### src/rtl/chol_div_iter.sv
// Signed fixed-point divider (dividend << FRAC) / divisor, radix-2 restoring, saturating; latency WIDTH+FRAC enabled edges.
// Result held in DONE until out_ready; no accept until drained, so one op per WIDTH+FRAC+2 cycles.
module chol_div_iter #(
    parameter int WIDTH = 32,
    parameter int FRAC  = 16,
    parameter int TAG_W = 4
) (
    input  logic             clk,
    input  logic             rst_n,
    input  logic             clken,
    input  logic             in_valid,
    output logic             in_ready,
    input  logic [WIDTH-1:0] dividend,
    input  logic [WIDTH-1:0] divisor,
    input  logic [TAG_W-1:0] in_tag,
    output logic             out_valid,
    input  logic             out_ready,
    output logic [WIDTH-1:0] quotient,
    output logic [TAG_W-1:0] out_tag,
    output logic             out_ovf,
    output logic             out_dz
);

    localparam int NW = WIDTH + FRAC;
    localparam int CW = $clog2(NW);

    localparam logic [1:0] IDLE = 2'd0;
    localparam logic [1:0] CALC = 2'd1;
    localparam logic [1:0] DONE = 2'd2;

    localparam logic [WIDTH-1:0] MAXP     = {1'b0, {(WIDTH-1){1'b1}}};
    localparam logic [WIDTH-1:0] MINN     = {1'b1, {(WIDTH-1){1'b0}}};
    localparam logic [NW-1:0]    MAXP_EXT = {{(FRAC+1){1'b0}}, {(WIDTH-1){1'b1}}};
    localparam logic [NW-1:0]    MAXN_EXT = {{FRAC{1'b0}}, 1'b1, {(WIDTH-1){1'b0}}};

    logic [1:0]       state;
    logic [CW-1:0]    cnt;
    logic [NW-1:0]    num;
    logic [WIDTH:0]   rem;
    logic [NW-1:0]    q;
    logic [WIDTH-1:0] dabs;
    logic             sign;
    logic             dz;
    logic [TAG_W-1:0] tag_r;

    logic [WIDTH-1:0] a_abs;
    logic [WIDTH-1:0] b_abs;
    logic [WIDTH:0]   rem_sh;
    logic             ge;
    logic [WIDTH:0]   rem_nx;
    logic [NW-1:0]    q_nx;
    logic [WIDTH-1:0] q_lo;
    logic [WIDTH-1:0] res_q;
    logic             res_ovf;
    logic             res_dz;

    assign in_ready  = (state == IDLE);
    assign out_valid = (state == DONE);

    // Magnitudes as unsigned WIDTH-bit values; the most negative input maps to 2^(WIDTH-1) naturally.
    assign a_abs = dividend[WIDTH-1] ? (~dividend + {{(WIDTH-1){1'b0}}, 1'b1}) : dividend;
    assign b_abs = divisor[WIDTH-1]  ? (~divisor  + {{(WIDTH-1){1'b0}}, 1'b1}) : divisor;

    always_comb begin
        rem_sh = {rem[WIDTH-1:0], num[NW-1]};
        ge     = (rem_sh >= {1'b0, dabs});
        rem_nx = ge ? (rem_sh - {1'b0, dabs}) : rem_sh;
        q_nx   = {q[NW-2:0], ge};
        q_lo   = q_nx[WIDTH-1:0];
    end

    // Final saturation works on the quotient as it will stand after the last iteration.
    always_comb begin
        res_q   = '0;
        res_ovf = 1'b0;
        res_dz  = 1'b0;
        if (dz) begin
            res_dz = 1'b1;
            res_q  = sign ? MINN : MAXP;
        end else if (!sign && (q_nx > MAXP_EXT)) begin
            res_q   = MAXP;
            res_ovf = 1'b1;
        end else if (sign && (q_nx > MAXN_EXT)) begin
            res_q   = MINN;
            res_ovf = 1'b1;
        end else begin
            res_q = sign ? (-q_lo) : q_lo;
        end
    end

    always_ff @(posedge clk or negedge rst_n) begin
        if (!rst_n) begin
            state    <= IDLE;
            cnt      <= '0;
            num      <= '0;
            rem      <= '0;
            q        <= '0;
            dabs     <= '0;
            sign     <= 1'b0;
            dz       <= 1'b0;
            tag_r    <= '0;
            quotient <= '0;
            out_tag  <= '0;
            out_ovf  <= 1'b0;
            out_dz   <= 1'b0;
        end else if (clken) begin
            case (state)
                IDLE: begin
                    if (in_valid) begin
                        sign  <= dividend[WIDTH-1] ^ divisor[WIDTH-1];
                        dz    <= (divisor == '0);
                        dabs  <= b_abs;
                        num   <= {a_abs, {FRAC{1'b0}}};
                        rem   <= '0;
                        q     <= '0;
                        cnt   <= CW'(NW - 1);
                        tag_r <= in_tag;
                        state <= CALC;
                    end
                end
                CALC: begin
                    rem <= rem_nx;
                    q   <= q_nx;
                    num <= {num[NW-2:0], 1'b0};
                    cnt <= cnt - CW'(1);
                    if (cnt == '0) begin
                        quotient <= res_q;
                        out_ovf  <= res_ovf;
                        out_dz   <= res_dz;
                        out_tag  <= tag_r;
                        state    <= DONE;
                    end
                end
                DONE: begin
                    if (out_ready) begin
                        state <= IDLE;
                    end
                end
                default: state <= IDLE;
            endcase
        end
    end

endmodule

### config.mk
export PLATFORM = sky130hd
export DESIGN_NAME = chol_div_iter
export DESIGN_NICKNAME = d
export VERILOG_FILES = /design/src/rtl/chol_div_iter.sv
export SDC_FILE = /design/constraint.sdc
export NUM_CORES = 1
export LEC_CHECK = 0
export CORE_UTILIZATION = 30
export CTS_CLUSTER_DIAMETER = 100
export CTS_CLUSTER_SIZE = 25
export DETAILED_ROUTE_END_ITERATION = 6
export PLACE_DENSITY = 0.51
export SETUP_SLACK_MARGIN = 0.5
export SYNTH_ARGS = -nofsm -noshare
export SYNTH_HDL_FRONTEND = slang
export SYNTH_SLANG_ARGS = --single-unit
### constraint.sdc
create_clock -name clk -period 11.32 [get_ports clk]
set_clock_uncertainty 0.2 [all_clocks]
set_input_delay 2.83 -clock clk [delete_from_list [all_inputs] [get_ports clk]]
set_output_delay 2.83 -clock clk [all_outputs]
set_load 0.005 [all_outputs]
* Yosys cells after proc, flatten, opt, wreduce, memory -nomap -nowiden
Index checks and enable logic that the tools add are counted.
Storage, ports and cells: register bits after elaboration 211
Cells by class: add/subtract/negate cells 5, $lt $le $gt $ge 3, eq/ne operators 5, mux-type cells 24, bitwise operators 3, reductions and logical operators 11
Operator list (count):
- 2-to-1 mux 32 bit | 9
- one-hot mux 48 bit (2 select lines) | 1
- one-hot mux 47 bit (2 select lines) | 1
- adder 32 x 1 -> 32 bit (second input constant) | 2
- NOT 32 bit | 2
- one-hot mux 32 bit (2 select lines) | 1
- greater-than comparator 48 x 31 -> 1 bit (second input constant) | 1
- greater-than comparator 48 x 32 -> 1 bit (second input constant) | 1
- 2-to-1 mux 48 bit | 1
- 2-to-1 mux 47 bit | 1
- >= comparator 33 x 32 -> 1 bit | 1
- logical NOT 32 bit | 1
- negator 32 bit | 1
- subtractor 32 bit | 1
- one-hot mux 6 bit (2 select lines) | 1
- AND reduction 3 bit | 3
- logical NOT 6 bit | 1
- 2-to-1 mux 2 bit | 3
- 2-to-1 mux 6 bit | 1
- one-hot mux 2 bit (3 select lines) | 1
- subtractor 6 x 1 -> 6 bit (second input constant) | 1
- 2-to-1 mux 1 bit | 4
- inequality test 2 bit (second input constant) | 2
- AND reduction 4 bit | 1
- other kinds (8) | 9

* Depth between registers and ports, before layout
Gate-level depths: netlist (run 1).
depth in word-level cells 6, mapped depth 21

* Worst setup path before layout (run 1)
No wires, ideal clock.
path type input-to-reg, from in dividend[12], to reg num[44], library setup time 0.083 ns, arrival 5.071 ns, setup slack 5.967 ns, stages on the path 10, buffers on the path 0, cell sequence or3_1 -> or4_1 -> nor2_1 -> nand2b_1 -> nand2b_1 -> or4_1 -> o31ai_1 -> xnor2_1 -> o22ai_1 -> o21ai_0
On the way: word-level cells in the longest chain between the ends 5
Ends and longest elaborated chain:
- start, declared | line 13 | input logic [WIDTH-1:0] dividend,
- NOT 32 bit | line 61 | assign a_abs = dividend[WIDTH-1] ? (~dividend + {{(WIDTH-1){1'b0}}, 1'b1}) : dividend;
- adder 32 x 1 -> 32 bit | line 61
- 2-to-1 mux 32 bit | line 61
- 2-to-1 mux 48 bit | line 109 | if (in_valid) begin
- one-hot mux 48 bit (2 select lines) | line 107 | case (state)
- end signal, assigned | line 113 | num <= {a_abs, {FRAC{1'b0}}};
- end signal, assigned | line 124 | num <= {num[NW-2:0], 1'b0};
- end, declared | line 38 | logic [NW-1:0] num;
No other way between the ends. The select of a mux whose other input is x is not followed. A chain may end at the register's enable or synchronous reset.

* Final worst setup path (run 1)
from in dividend[4], to reg num[44]
The elaborated chain is that of the path after synthesis.

==> impl_metrics.tcl, run 1 <==
set metrics [dict create \
    period_needed_ns 5.66 \
    dp_hpwl_um 20400 \
    setup_viol 0 \
    insertion_delay_ns 0.46 \
    finalWirelength_um 28700 \
    synth_nets 1361 \
    p_seq_share_pct 30.8 \
    initial_core_util_pct 30.8 \
    drive_above_1_share_pct 5.24 \
    postRouteAntennaNets 0 \
    hold_end "dabs[13]" \
    combPwrFrac_pct 53.2 \
    hp-class "reg -> reg" \
    drc 0 \
    cts_resized 0 \
    ctsRootBufferMaster "clkbuf_16" \
    max_stage_delay_ns 0.56 \
    peakVddDrop_v 0.000137 \
    period_share_pct 50.0 \
    min-delay-start "dabs[13]" \
    ys_ff_latch 195 \
    fillers 3820 \
    cp-end-kind "flop" \
    vias 9299 \
    final-hold-violation-count 0 \
    synth_top_cell_area_share_pct 42.9 \
    clock_sinks 195 \
    synth_area_leaders "dfrtp_1 (43%), o21ai_0 (7.2%), nand2_1 (5.5%), xor2_1 (5.0%), ha_1 (4.1%)" \
    core_um2 37000 \
    fin_nets 1433 \
    synth_ff_type "dfrtp_1" \
    synth_area_um2 11400 \
    required_ns 11.50 \
    post_cts_buffers 0 \
    area_growth_pct 19.1 \
    viasPerCell 5.06 \
    leakagePower_nw 5.93 \
    critPathKind "in -> reg" \
    ys_warn_count 0 \
    numPortBuffers 112 \
    synthCells 1250 \
    avgRoutedWirePerCell_um 15.6 \
    hold_depth 2 \
    max_freq_mhz 177 \
    intPower_mw 2.17 \
    gp_congestion 0.822 \
    grt.total_usage_pct 15.5 \
    die-width_um 197 \
    antenna_found_initial 0 \
    fin_area_um2 13500 \
    startpoint "dividend[4]" \
    drt_pass1_iterations 7 \
    placementRows 70 \
    slew_headroom_pct 31.7 \
    cts_tree "yes" \
    path_clk_slew_ns 0.08 \
    grt_pass1_wl_um 48100 \
    synth.avg_cell_area_um2 9.10 \
    h-tree-depth 4 \
    critical-path-top-delay-family "simple AND/OR/NAND/NOR gates" \
    grt_max_degree 84 \
    ys_types 64 \
    synth_edf_count 0 \
    slowest_stage "or4_1" \
    synth_seq_area_share_pct 42.9 \
    cp-start-kind "primary input" \
    r2r_slack_ns 5.75 \
    grt_pass1_vias 9105 \
    cp_max_fo 5 \
    arrival_ns 5.84 \
    finalSetupTns_ns 0 \
    cts_hold_buf 0 \
    cts-buffers-inserted 17 \
    ys_async_sr_fraction_pct 100 \
    power.switching_mw 1.65 \
    grt.overflow.total 0 \
    diodes 0 \
    cts.path.max_buffers 2 \
    rsz0062_at_grt "false" \
    io_pins 113 \
    outcome "finished, final reports clean" \
    p_sw_share_pct 43.1 \
    r2r-start "rem[19]" \
    slew_viol_final 0 \
    power_frac_clock_pct 16.0 \
    die_y_um 197 \
    die_area_um2 38700 \
    tightest_slew_ns 1.02 \
    drt_iter0_drc 511 \
    powerDensity_nw_per_um2 281 \
    path_cells "clkdlybuf4s50_1 -> or4_1 -> nor2_1 -> nand3_1 -> nand2b_1 -> nand2b_1 -> or4_1 -> o31ai_1 -> xnor2_1 -> o22ai_1 -> o21ai_0" \
    cap_violations 0 \
    dpl_cell_area_um2 13000 \
    synth_top_cell_by_area "dfrtp_1" \
    r2r_end "quotient[17]" \
    cp_num_buf_inv 1 \
    rr_worst_depth 18 \
]
[worst min-delay path, stage by stage, from the launching register on]
cell and delay [ns]:
dfrtp_1 0.34, nand2_1 0.05, o21ai_0 0.06
[power groups by stage]
stage	sequential [mW]	clock, mW	combinational (mW)
6_report	1.18	0.610	2.03
3_3_place_gp	1.19	0	2.03
3_5_place_dp	1.19	0	2.04
2_1_floorplan	1.12	0	1.54
5_1_grt	1.22	0.665	2.30
4_1_cts	1.18	0.634	2.05
[how the worst max path moves through the flow]
stage	slack, ns	end	cells after the start
floorplan	5.97	num[44]	10
global placement	5.28	num[44]	11
detailed placement	5.18	num[44]	11
CTS	5.68	quotient[17]	19
global route	5.16	quotient[17]	18
finish	5.66	num[44]	11
[per-layer routing]
layer | GRT usage, % | share of wire, % | vias up
met5 | 0 | 0 | -
met4 | 5.40 | 1.9 | 0
met3 | 2.17 | 2.7 | 31
met2 | 24.8 | 46 | 148
met1 | 21.4 | 49 | 4462
li1 | - | - | 4658
[sequential cells by signal (all words and copies together) (netlist names), 4 cells and up]
register and cells:
cnt 6, dabs 32, num 32, out_tag 4, q 47, quotient 32
rem 32, tag_r 4
[cell type report]
| cell class | count | area, um^2 | area share (%) |
|---|---|---|---|
| Tap cell | 504 | 631 | 4.65 |
| Sequential cell | 195 | 4880 | 36.0 |
| Clock buffer | 18 | 439 | 3.24 |
| Timing Repair Buffer | 124 | 1210 | 8.97 |
| Multi-Input combinational cell | 926 | 6010 | 44.4 |
| Clock inverter | 14 | 155 | 1.15 |
| Inverter | 58 | 218 | 1.61 |
[synth_stat cells, drive strengths merged (27+ instances only)]
cell / count
dfrtp: 195
o21ai: 184
nand2: 167
xor2: 65
clkbuf: 61
inv: 58
xnor2: 50
a22o: 44
a21oi: 41
nor2: 40
ha: 37
o22ai: 31
o21a: 27
[cells in the final DEF, fill, tap and decap left out, types with 23 or more instances in the layout]
cell,n
dfrtp_1,195
nand2_1,166
o21ai_0,164
clkdlybuf4s50_1,111
xor2_1,65
inv_1,57
xnor2_1,50
a22o_1,44
a21oi_1,40
nor2_1,38
ha_1,37
o22ai_1,31
o21a_1,27
o31ai_1,23
[kinds of logic (layout without fill, tap and decap cells)]
kind of cell	count (synthesis)	after routing	share of synthesized area (%)
AOI/OAI and AO/OA	435	435	24.6
buffers and inverters	129	214	4.47
xor gates and xnor gates	115	115	8.86
DFF	195	195	42.9
muxes	20	20	1.83
adders and majority gates	38	38	4.25
and+or+nand+nor	318	318	13.1
[metrics by stage]
stage | hold slack, ns | power, mW | utilization [%] | worst slack [ns] | cells
2_1_floorplan | 0.240 | 2.66 | - | 5.97 | 1250
3_3_place_gp | 0.263 | 3.21 | 35.1 | 5.28 | 1807
3_5_place_dp | 0.262 | 3.23 | 35.1 | 5.18 | 1807
4_1_cts | 0.284 | 3.86 | 36.7 | 5.68 | 1839
5_1_grt | 0.303 | 4.19 | 36.7 | 5.16 | 1839
6_report | 0.280 | 3.81 | 36.7 | 5.66 | 1839
No activity file was read; power rests on OpenSTA's default activity.
==> run 2: changes to the inputs <==
==> constraint.sdc (replaced) <==
create_clock -name clk -period 5.9 [get_ports clk]
set_clock_uncertainty 0.2 [all_clocks]
set_input_delay 1.475 -clock clk [delete_from_list [all_inputs] [get_ports clk]]
set_output_delay 1.475 -clock clk [all_outputs]
set_load 0.005 [all_outputs]
==> run 2 against run 1 <==
  * Count of clock-buffer cells in the layout fell by 1
  * Combinational power is 93% higher
  * Sequential cell count is the same
  * Hold slack got worse by 0.0029 ns
  * Clock power up 98%
  * Register-to-register slack lost 4.6 ns
  * Sequential power up 92%
  * Non-clock buffer count is the same
  * Final cell count unchanged
  * Power up 94%
  * Critical path type is now reg -> reg
  * Critical endpoint is now quotient[17]
  * Largest cell class unchanged
  * Highest routed layer unchanged
==> impl_metrics.tcl, run 2 (same netlist as run 1, synthesis figures left out) <==
set metrics [dict create \
    outcome "finished, final reports clean" \
    critPathKind "reg -> reg" \
    grt.total_usage_pct 15.5 \
    diodes 0 \
    drt_iter0_drc 575 \
    die_y_um 197 \
    cts_tree "yes" \
    vias 9346 \
    postRouteAntennaNets 0 \
    numPortBuffers 112 \
    post_cts_buffers 0 \
    io_pins 113 \
    grt.overflow.total 0 \
    grt_max_degree 116 \
    cp-end-kind "flop" \
    ctsRootBufferMaster "clkbuf_16" \
    avgRoutedWirePerCell_um 15.8 \
    die_area_um2 38700 \
    cap_violations 0 \
    period_needed_ns 4.79 \
    cts-buffers-inserted 17 \
    fin_area_um2 13600 \
    drt_pass1_iterations 5 \
    period_share_pct 81.2 \
    layout.cells.non_filler 1839 \
    drive_above_1_share_pct 5.24 \
    timing.final.ws_setup_ns 1.11 \
    dpl_cell_area_um2 13000 \
    peakVddDrop_v 0.000220 \
    insertion_delay_ns 0.46 \
    finalSetupTns_ns 0 \
    slew_viol_final 0 \
    cp-start-kind "flop" \
    final_cell_mix "dfrtp_1 (195), nand2_1 (166), o21ai_0 (164), clkdlybuf4s50_1 (111), xor2_1 (65)" \
    path_clk_slew_ns 0.09 \
    cts.path.max_buffers 2 \
    grt_pass1_vias 9051 \
    slowest_stage "a2111oi_1" \
    setup_viol 0 \
    finalWirelength_um 29100 \
    placementRows 70 \
    max_freq_mhz 209 \
    max_stage_delay_ns 0.64 \
    drc 0 \
    slew_headroom_pct 27.8 \
    placed_cells 1807 \
    path_cells "ha_1 -> a21oi_1 -> o21ai_0 -> a211oi_1 -> nand3_1 -> a2111oi_1 -> o21ai_4 -> inv_1 -> ha_1 -> nand3b_1 -> or2_4 -> or3_4 -> a21oi_4 -> o21bai_4 -> nand2_2 -> o21ai_0 -> a21oi_1" \
    cp_max_fo 21 \
    tightest_slew_ns 1.08 \
    dp_slack_ns 0.954 \
    h-tree-depth 4 \
    cts_hold_buf 0 \
    hp-class "reg -> reg" \
    gp_congestion 0.805 \
    fin_nets 1433 \
    rsz0062_at_grt "false" \
    final_common_cell "dfrtp_1" \
    required_ns 6.08 \
    powerDensity_nw_per_um2 544 \
    arrival_ns 4.98 \
    antenna_found_initial 0 \
    initial_core_util_pct 30.8 \
    leakagePower_nw 5.94 \
    grt_pass1_wl_um 48400 \
    cts_resized 0 \
    viasPerCell 5.08 \
    core_um2 37000 \
    die-width_um 197 \
    top_register "q" \
    clock_sinks 195 \
    dp_hpwl_um 20300 \
    final-hold-violation-count 0 \
    largest_reg_flops 47 \
    area_growth_pct 19.4 \
]
## run 2: cell count changes in the layout (fill, tap and decap cells not counted), sizes merged
| cell | change |
|---|---|
| inv | +1 |
| clkinvlp | +1 |
| clkinv | -2 |
| clkbuf | -1 |
| bufinv | +1 |
## run 2: per-layer routing
| layer | GRT usage, % | part of all wire, % |
|---|---|---|
| met5 | 0 | 0 |
| met4 | 4.57 | 1.3 |
| met3 | 2.36 | 2.9 |
| met2 | 24.6 | 46 |
| met1 | 21.9 | 50 |
## run 2: power breakdown
group          switching (mW)  internal [mW]  total (mW)
Combinational            2.19           1.74        3.92
Sequential              0.414           1.84        2.26
Clock                   0.595          0.610        1.21
## run 2: path summary, 6_finish.rpt
check                              start           end  slack (ns)  cells after the start
worst max-delay path             rem[19]  quotient[17]        1.11                     17
worst max register to register   rem[19]  quotient[17]        1.11                     17
worst min register to register  tag_r[2]      tag_r[2]        0.28                      2
min in group asynchronous          rst_n  quotient[16]        0.94                      1
max in group asynchronous          rst_n       num[16]        3.58                      2
worst min-delay path            tag_r[2]      tag_r[2]        0.28                      2
## run 2: layout make-up
type / count / area, um^2
Fill cell: 3818 / 23400
Multi-Input combinational cell: 926 / 6010
Sequential cell: 195 / 4880
Timing Repair Buffer: 124 / 1230
Tap cell: 504 / 631
Clock buffer: 17 / 425
Inverter: 58 / 218
Clock inverter: 15 / 184
## run 2: critical path, delay by kind of cell (launching register included)
family | cells | cell delay (ns)
AND/OR/NAND/NOR | 5 | 1.12
AO/OA/AOI/OAI | 9 | 2.28
adder cells (fa/ha/maj) | 2 | 0.63
flip-flops | 1 | 0.39
buffers and inverters | 1 | 0.11
## run 2: metrics by stage
step	hold WS [ns]	utilization (%)	power (mW)
after detailed placement	0.260	35.1	6.21
after global routing	0.299	36.7	8.07
after global placement	0.255	35.1	6.18
after floorplan	0.240	-	5.10
after CTS	0.282	36.7	7.45
final	0.277	36.7	7.39
==> run 3: changes to the inputs <==
==> constraint.sdc (replaced) <==
create_clock -name clk -period 4.9 [get_ports clk]
set_clock_uncertainty 0.2 [all_clocks]
set_input_delay 1.225 -clock clk [delete_from_list [all_inputs] [get_ports clk]]
set_output_delay 1.225 -clock clk [all_outputs]
set_load 0.005 [all_outputs]
==> run 3 against run 2 <==
  * Setup slack lost 0.38 ns
  * Design area rose by 1.2%
  * Sequential power increased by 20%
  * Largest cell class unchanged
  * Sequential share of layout area down 0.41 points
  * First-iteration DRC count decreased by 13%
  * Sequential cell count stayed put
  * Non-clock buffer count grew 9
  * Hold slack gained 0.0045 ns
  * Die area is the same
==> impl_metrics.tcl, run 3 (same netlist as run 1, synthesis figures left out) <==
set metrics [dict create \
    outcome "finished, final reports clean" \
    initial_core_util_pct 30.8 \
    vias 9294 \
    required_ns 5.08 \
    drc 0 \
    grt.overflow.total 0 \
    drt_iter0_drc 503 \
    critPathKind "reg -> reg" \
    max_stage_delay_ns 0.41 \
    core_um2 37000 \
    h-tree-depth 4 \
    peakVddDrop_v 0.000334 \
    final-hold-violation-count 0 \
    final_cell_mix "dfrtp_1 (194), nand2_1 (165), o21ai_0 (163), clkdlybuf4s50_1 (111), xor2_1 (65)" \
    cp_max_fo 8 \
    max_freq_mhz 239 \
    p_sw_share_pct 43.1 \
    combPwrFrac_pct 53.8 \
    power_frac_clock_pct 16.2 \
    slew_viol_final 0 \
    cp-end-kind "flop" \
    largest_reg_flops 47 \
    p_seq_share_pct 30.0 \
    intPower_mw 5.14 \
    fin_nets 1443 \
    final_common_cell "dfrtp_1" \
    gp_congestion 0.817 \
    cp-start-kind "flop" \
    grt.total_usage_pct 15.7 \
    viasPerCell 5.03 \
    clock_sinks 195 \
    fin_util_pct 37.2 \
    cts.path.max_buffers 2 \
    slew_headroom_pct 28.3 \
    arrival_ns 4.36 \
    diodes 0 \
    path_clk_slew_ns 0.09 \
    cp_num_buf_inv 3 \
    die_y_um 197 \
    powerDensity_nw_per_um2 657 \
    die_area_um2 38700 \
    leakagePower_nw 6.01 \
    numPortBuffers 112 \
    cap_violations 0 \
    finalWirelength_um 29400 \
    antenna_found_initial 0 \
    path_cells "ha_1 -> a21o_1 -> a311o_1 -> a21oi_1 -> nor2_1 -> a2111oi_2 -> buf_4 -> o21ai_4 -> inv_2 -> ha_2 -> nand3b_1 -> or2_4 -> or3_4 -> a21oi_4 -> o21bai_4 -> buf_12 -> o21ai_1 -> o21a_1" \
    slowest_stage "dfrtp_1" \
    drt_pass1_iterations 5 \
    rsz0062_at_grt "false" \
    grt_pass1_wl_um 48800 \
    avgRoutedWirePerCell_um 15.9 \
    cp.depth 18 \
    grt_max_degree 94 \
    cts_tree "yes" \
    ctsRootBufferMaster "clkbuf_16" \
    period_share_pct 85.2 \
    postRouteAntennaNets 0 \
    rr_worst_depth 18 \
    hp-class "reg -> reg" \
    power.switching_mw 3.89 \
    setup_viol 0 \
    grt_pass1_vias 9146 \
    top_register "q" \
    placementRows 70 \
    drive_above_1_share_pct 6.99 \
    area_growth_pct 20.8 \
    critical-path-top-delay-family "compound AO/OA/AOI/OAI gates" \
    insertion_delay_ns 0.45 \
    tightest_slew_ns 1.07 \
    dp_hpwl_um 20400 \
    die-width_um 197 \
    io_pins 113 \
    hold_depth 2 \
    period_needed_ns 4.18 \
    finalSetupTns_ns 0 \
    cts-buffers-inserted 17 \
]
[run 3: cell types whose count changed in the layout (fill, tap and decap cells not counted), sizes merged]
cell      delta
clkinv       -1
buf          +9
inv          +2
o21bai       +1
clkinvlp     -1
[run 3: worst register-to-register path, delay by kind of cell (launching register included)]
kind                     cells  cell delay [ns]
buffers and inverters        3             0.43
AND/OR/NAND/NOR              4             0.85
AO/OA/AOI/OAI                9             1.64
adder cells (fa/ha/maj)      2             0.57
flip-flops                   1             0.41
[run 3: worst paths after layout]
path | start | to | slack [ns]
max in group asynchronous | rst_n | num[23] | 2.79
min in group asynchronous | rst_n | quotient[13] | 0.65
worst max-delay path | rem[11] | quotient[13] | 0.72
worst min register to register | tag_r[1] | tag_r[1] | 0.28
worst min-delay path | tag_r[1] | tag_r[1] | 0.28
worst max register to register | rem[11] | quotient[13] | 0.72
[run 3: power by group through the flow]
stage	registers [mW]	clock network [mW]	logic, mW
global route	2.80	1.57	5.51
floorplan	2.58	0	3.56
CTS	2.71	1.51	4.82
finish	2.71	1.46	4.86
global placement	2.72	0	4.76
detailed placement	2.73	0	4.77
[run 3: per-stage QoR]
stage	cells	power [mW]	instance area, um^2	worst slack (ns)	hold WS [ns]
2_1_floorplan	1250	6.14	11400	0.525	0.240
3_3_place_gp	1813	7.48	13000	0.401	0.256
3_5_place_dp	1813	7.51	13000	0.273	0.264
4_1_cts	1847	9.03	13700	0.538	0.286
5_1_grt	1849	9.89	13700	0.494	0.303
6_report	1849	9.03	13700	0.723	0.281
[run 3: repair_timing]
item | 4_1_cts | 5_1_grt
resized for setup | 5 | 15
cloned | 1 | 0
pin swaps | 2 | 5
hold buffers | 0 | 0
endpoints found under the setup margin | 30 | 33
setup buffers | 1 | 2
[run 3: final cells by class]
cell class,instances,area [um^2]
Inverter,58,218
Fill cell,3808,23200
Timing Repair Buffer,133,1310
Clock buffer,17,425
Tap cell,504,631
Sequential cell,195,4880
Multi-Input combinational cell,927,6090
Clock inverter,15,183
[run 3: layer usage]
layer | share of wire (%) | vias to the layer above | GRT usage [%]
met4 | 0.99 | 0 | 4.13
li1 | - | 4690 | -
met5 | 0 | - | 0
met3 | 2.8 | 17 | 2.52
met1 | 50 | 4453 | 21.9
met2 | 46 | 134 | 25.3
